**src/rtl/ram_pkg.sv**
```systemverilog
// ----------------------------------------------------------------------------
// Package: ram_pkg
//
// Purpose
//   Shared constants and the word type for the single-port RAM.
//   Blocks that exchange RAM words import this package, so they all
//   agree on the same geometry.
//
// Contents
//   RAM_DATA_W   default data width (bits per word)
//   RAM_ADDR_W   default address width (the depth is 2**RAM_ADDR_W)
//   ram_word_t   one RAM word at the default data width
// ----------------------------------------------------------------------------
package ram_pkg;

    localparam int RAM_DATA_W = 8;
    localparam int RAM_ADDR_W = 8;

    typedef logic [RAM_DATA_W-1:0] ram_word_t;

endpackage : ram_pkg

```
**src/rtl/single_port_ram.sv**
```systemverilog
// ----------------------------------------------------------------------------
// Module: single_port_ram
//
// Purpose
//   Synchronous single-port RAM. Reads and writes share one address bus.
//   The read data is registered, so q is valid one clock after the address
//   is sampled. A write also passes its data through to q on the same edge
//   (write-through). The structure fits block-RAM inference with an output
//   register: no combinational path reaches q.
//
// Parameters
//   DATA_WIDTH   width of data and q
//   ADDR_WIDTH   width of address
//   DEPTH        number of words (addresses 0..DEPTH-1)
//
// Ports
//   clk       in   1            rising-edge clock
//   rst_n     in   1            asynchronous active-low reset (clears q only)
//   data      in   DATA_WIDTH   write data
//   address   in   ADDR_WIDTH   word address, shared by read and write
//   wr        in   1            1 = write cycle, 0 = read cycle
//   q         out  DATA_WIDTH   registered read data
// ----------------------------------------------------------------------------
module single_port_ram
    import ram_pkg::*;
#(
    parameter int DATA_WIDTH = RAM_DATA_W,
    parameter int ADDR_WIDTH = RAM_ADDR_W,
    parameter int DEPTH      = 1 << ADDR_WIDTH
) (
    input  logic                  clk,
    input  logic                  rst_n,
    input  logic [DATA_WIDTH-1:0] data,
    input  logic [ADDR_WIDTH-1:0] address,
    input  logic                  wr,
    output logic [DATA_WIDTH-1:0] q
);

    // Storage array. Reset does not clear it, so its contents survive reset.
    logic [DATA_WIDTH-1:0] mem [DEPTH];

    // Write port. Writes are gated by rst_n rather than reset by it. A write
    // whose edge falls while reset is asserted is dropped. The array keeps
    // no reset term, so it can still map onto block RAM.
    always_ff @(posedge clk) begin
        if (rst_n && wr) begin
            mem[address] <= data;
        end
    end

    // Output register. On a write, q takes the incoming data (write-through).
    // On a read, q takes the word stored before this edge. The asynchronous
    // reset forces q to zero at once and holds it there while rst_n is low.
    always_ff @(posedge clk or negedge rst_n) begin
        if (!rst_n) begin
            q <= '0;
        end else if (wr) begin
            q <= data;
        end else begin
            q <= mem[address];
        end
    end

endmodule : single_port_ram

```
**config.mk**
```make
export PLATFORM = sky130hd
export DESIGN_NAME = single_port_ram
export DESIGN_NICKNAME = d
export VERILOG_FILES = /design/src/rtl/ram_pkg.sv /design/src/rtl/single_port_ram.sv
export SDC_FILE = /design/constraint.sdc
export NUM_CORES = 2
export LEC_CHECK = 0
export CAP_MARGIN = 20
export CELL_PAD_IN_SITES_DETAIL_PLACEMENT = 0
export CELL_PAD_IN_SITES_GLOBAL_PLACEMENT = 2
export CORE_MARGIN = 4
export CORE_UTILIZATION = 40
export CTS_CLUSTER_SIZE = 30
export DETAILED_ROUTE_END_ITERATION = 16
export HOLD_SLACK_MARGIN = 0.08
export PLACE_DENSITY_LB_ADDON = 0.2
export SETUP_SLACK_MARGIN = 0.05
export SYNTH_ARGS = -nofsm -noshare
export SYNTH_HDL_FRONTEND = slang
export SYNTH_SLANG_ARGS = --single-unit
```
**constraint.sdc**
```tcl
create_clock -name clk -period 5.1 [get_ports clk]
set_input_delay 1.02 -clock clk [delete_from_list [all_inputs] [get_ports clk]]
set_output_delay 1.02 -clock clk [all_outputs]
set_load 0.05 [all_outputs]
```
Word level (Yosys, flattened, before mapping)
Memory sizes are Yosys's and may differ from the RTL's.
Index checks and enable logic that the tools add are counted.
{"block": "totals", "mem_count": 1, "ram_bits": 2048, "output_inout_bits": 8, "register_bits": 8, "input_bits": 19}
{"block": "op_classes", "mux": 3, "n_reduce_logical": 1}
{"memory": "mem", "words": 256, "width": 8, "read_ports": 1, "rd_clocked_by_memory_dff": 0, "wr": 1, "line": "single_port_ram.sv:40", "rtl": "logic [DATA_WIDTH-1:0] mem [DEPTH];"}
{"operator": "$mux W8", "count": 1}
{"operator": "$mux W1", "count": 2}
{"operator": "$logic_and A1 B1 Y1", "count": 1}

Longest topological paths before layout
{"block": "logic_depth", "depth_word": 3, "ltp_mapped": 14, "depth_no_buf": 8}

Worst setup path before layout
Ideal clock, no wire load.
{"block": "synth_path", "kind": "input -> register", "startpoint": "input address[0]", "endpoint": "memory mem[121][0] (netlist bit), enable pin", "setup_slack_ps": 1577, "stages": 10, "required_time_ps": 4730, "setup_time_ps": 370, "arrival_ps": 3153, "path_buffers": 7, "cell_sequence": "buf_6 buf_4 buf_4 buf_4 buf_4 buf_4 nor2b_1 nand2_1 clkbuf_1 nor2_1"}
{"item": "from (decl)", "line": "single_port_ram.sv:34", "rtl": "input logic [ADDR_WIDTH-1:0] address,"}
{"item": "to (decl)", "line": "single_port_ram.sv:40"}
No word-level cell before the write port.

Worst setup path after layout
{"block": "layout_path", "startpoint": "input address[0]", "endpoint": "register q[3]"}
{"block": "layout_between", "elab_chain_cells": 2}
{"item": "$mem_v2 Z256 W8"}
{"item": "$mux W8", "line": "single_port_ram.sv:57", "rtl": "end else if (wr) begin"}
{"item": "to (signal assigned)", "line": "single_port_ram.sv:58", "rtl": "q <= data;"}
{"item": "to (signal assigned)", "line": "single_port_ram.sv:60", "rtl": "q <= mem[address];"}
{"item": "to (decl)", "line": "single_port_ram.sv:36", "rtl": "output logic [DATA_WIDTH-1:0] q"}
No other way between the ends.

==> results.py <==
metrics = {
    "critical_path": {
        "arrival_ns": 4.48,
        "cp_top_family": "simple AND/OR/NAND/NOR gates",
        "startpoint": "address[0]",
        "path_class": "primary input to register",
        "critPathBufInv": 2,
        "crit_chain": "buf_8, buf_12, mux4_2, and2_1, a211oi_1, a311oi_1, nor4_1, a31o_2, o21ai_0",
        "max_stage_delay_ns": 0.89,
        "worst-path-max-fanout": 46,
        "worstSetupStartpointType": "primary input",
        "timing.rr.start": "mem[84][1]",
        "slowest_stage": "nor4_1",
        "crit_required_ns": 5.80,
        "cp-end-kind": "register",
    },
    "power": {
        "totalPowerFinal_mw": 35.6,
        "p_sw_mw": 7.87,
        "vdd_drop_max_v": 0.000270,
        "leakage_nw": 29.7,
        "p_seq_share_pct": 52.3,
        "powerDensity_nw_per_um2": 383,
        "pwr-share-clk_pct": 42.3,
        "intPower_mw": 27.8,
        "combPwrFrac_pct": 5.4,
        "swShare_pct": 22.1,
    },
    "global_routing": {
        "grtUsageMet1_pct": 33.5,
        "grt-ovfl-total": 0,
        "gr-usage-all-layers_pct": 22.8,
        "antenna_found_initial": 10,
        "grt_max_degree": 190,
        "use_met2_pct": 35.9,
        "top_usage_layer": "met2",
        "grt_pass1_wl_um": 330000,
        "first_global_vias": 41200,
        "grt_util_met3_pct": 3.43,
    },
    "clocking": {
        "clk_path_buf_depth": 3,
        "cts_resized": 0,
        "cts_tree": "yes",
        "clk_pin_slew_ns": 0.06,
        "cts-htree-levels": 4,
        "clock-sinks": 2056,
        "clock_latency_ns": 0.86,
        "root_buffer": "clkbuf_16",
        "postCtsSetupBuffers": 0,
        "hold_buffers": 0,
        "cts_buffers": 215,
    },
    "run_status": {
        "status": "complete, no violations",
    },
    "layout": {
        "drive_above_1_share_pct": 28.4,
        "fin_nets": 4307,
        "layout_commonest_cell": "edfxtp_1",
        "final_cells": 7111,
        "area_delta_synth_final_pct": 16.2,
        "final_cell_mix": "2048 x edfxtp_1, 476 x mux4_2, 408 x buf_4",
        "stdcell_area_um2": 93000,
        "nFillCells": 16700,
        "post-route-util_pct": 46.9,
    },
    "synthesis": {
        "ys_ff_latch": 2056,
        "yosysUniqueCellTypes": 58,
        "synthTopCellsByArea": "edfxtp_1 77%, mux4_2 13%, mux2i_1 2.2%",
        "ys_seq_area_share_pct": 77.1,
        "ys_warn_count": 0,
        "ys_async_sr_fraction_pct": 0.389,
        "syn_area_um2": 80100,
        "synth_edf_count": 2048,
        "synth_flop_cell": "edfxtp_1",
        "yosysTopAreaCellShare_pct": 76.8,
        "synth_area_per_cell_um2": 20.8,
        "syn_nets": 3861,
        "yosysTopAreaCell": "edfxtp_1",
        "syn_inst": 3842,
    },
    "timing": {
        "setup-tns-final_ns": 0,
        "fmax_mhz": 265,
        "finClkSkew_ns": 0.0310,
        "fin_ws_ns": 1.32,
        "setup_viol": 0,
        "period_minus_slack_ns": 3.78,
        "rsz0062_at_grt": "no",
        "slew_viol_final": 0,
        "timing.hold.ws_ns": 0.432,
        "tightest_slew_ns": 1.11,
        "timing.slew.headroom_pct": 26.1,
        "finalHoldViolCount": 0,
        "fin_crit_sh_pct": 74.1,
    },
    "place": {
        "dp_hpwl_um": 146000,
        "gp_congestion": 0.812,
        "dp_slack_ns": 0.448,
        "placed_cell_area_um2": 86200,
        "dp_cells": 6711,
        "io_buffers": 26,
    },
    "route": {
        "vias": 40900,
        "drtIter0Drc": 4352,
        "routedWlPerCell_um": 33.1,
        "vias_per_cell": 5.76,
        "first_pass_iters": 5,
        "wirelength_um": 235000,
        "ant_nets": 0,
        "drc": 0,
    },
    "die": {
        "num_io_pins": 27,
        "die_x_um": 455,
        "initial_core_util_pct": 40.4,
        "rows": 163,
        "die_y_um": 455,
        "core-area_um2": 198000,
        "dieArea_um2": 207000,
    },
    "run": {
        "drv_cap": 0,
    },
    "min_path": {
        "hp-class": "primary input to async pin",
    },
}
-- power by group through the flow --
| stage | clock [mW] | sequential (mW) | combinational (mW) |
|---|---|---|---|
| 2_1_floorplan | 0 | 19.0 | 0.908 |
| 3_3_place_gp | 0 | 19.0 | 1.91 |
| 3_5_place_dp | 0 | 19.0 | 1.93 |
| 4_1_cts | 15.4 | 18.6 | 1.93 |
| 5_1_grt | 16.2 | 18.6 | 2.00 |
| 6_report | 15.1 | 18.6 | 1.91 |
-- layout make-up --
class | instances | area, um2 | share of cell area, %
inverter | 9 | 43.8 | 0.0471
clock inverter | 130 | 1100 | 1.18
timing repair buffer | 465 | 3990 | 4.29
tap | 2640 | 3300 | 3.55
sequential | 2056 | 61700 | 66.3
multi-input combinational | 1541 | 17200 | 18.5
clock buffer | 264 | 5650 | 6.07
antenna | 6 | 15.0 | 0.0161
-- flip-flops by register name (all words and copies together) (netlist names) --
name	count
q	8
mem	2048
-- cell usage after synthesis, types with 3 or more instances --
cell type and instances:
o22a_1 5, a21oi_1 29, a22oi_1 42, a2111oi_0 3, a31oi_1 18, nand4b_1 3
dfrtp_1 8, nor2_1 290, buf_6 10, o311ai_0 5, o21ai_0 28, nand4_1 14
nand3_1 68, o221ai_1 6, clkbuf_1 97, buf_1 23, a211oi_1 21, nor4_1 3
mux2i_1 173, edfxtp_1 2048, nand2b_1 11, a311oi_1 5, mux2_2 15, and3_1 7
buf_4 47, nand2_1 170, and2_1 4, a22o_1 4, o211ai_1 5, o22ai_1 21
a32oi_1 40, inv_1 7, nor3_1 17, nor2b_1 25, mux4_2 476, o2111ai_1 4
buf_2 59, a221oi_1 9
-- metal layers --
metal	routed length (um)	vias to the layer above
met2	111000	1417
met1	104000	22400
met3	14500	303
met5	0	-
li1	-	16900
met4	5890	0
-- cell families (layout without fill, tap and decap cells) --
logic type | after synthesis | after routing | synth area share, %
AOI/OAI and AO/OA | 257 | 257 | 2.32
and+or+nand+nor | 620 | 620 | 3.30
other | 0 | 6 | 0
DFF | 2056 | 2056 | 77.1
muxes | 664 | 664 | 15.8
buffers and inverters | 245 | 868 | 1.55
-- worst register-to-register path, cell delays in order (launching register included) --
cell,delay [ns]
edfxtp_1,0.37
mux4_2,0.47
mux4_2,0.49
and3_1,0.19
nor4_1,0.61
o311ai_1,0.43
a32o_1,0.33
-- final timing paths --
path                          endpoint  slack [ns]  depth (start not counted)
setup / recovery                  q[3]        1.32                          9
hold reg to reg                   q[3]        0.97                          4
setup reg to reg                  q[1]        2.10                          6
min in group clk           mem[175][3]        0.58                          1
hold / removal                    q[0]        0.43                          1
max in group asynchronous         q[5]        4.25                          2
Power figures use the tool's default switching activity.
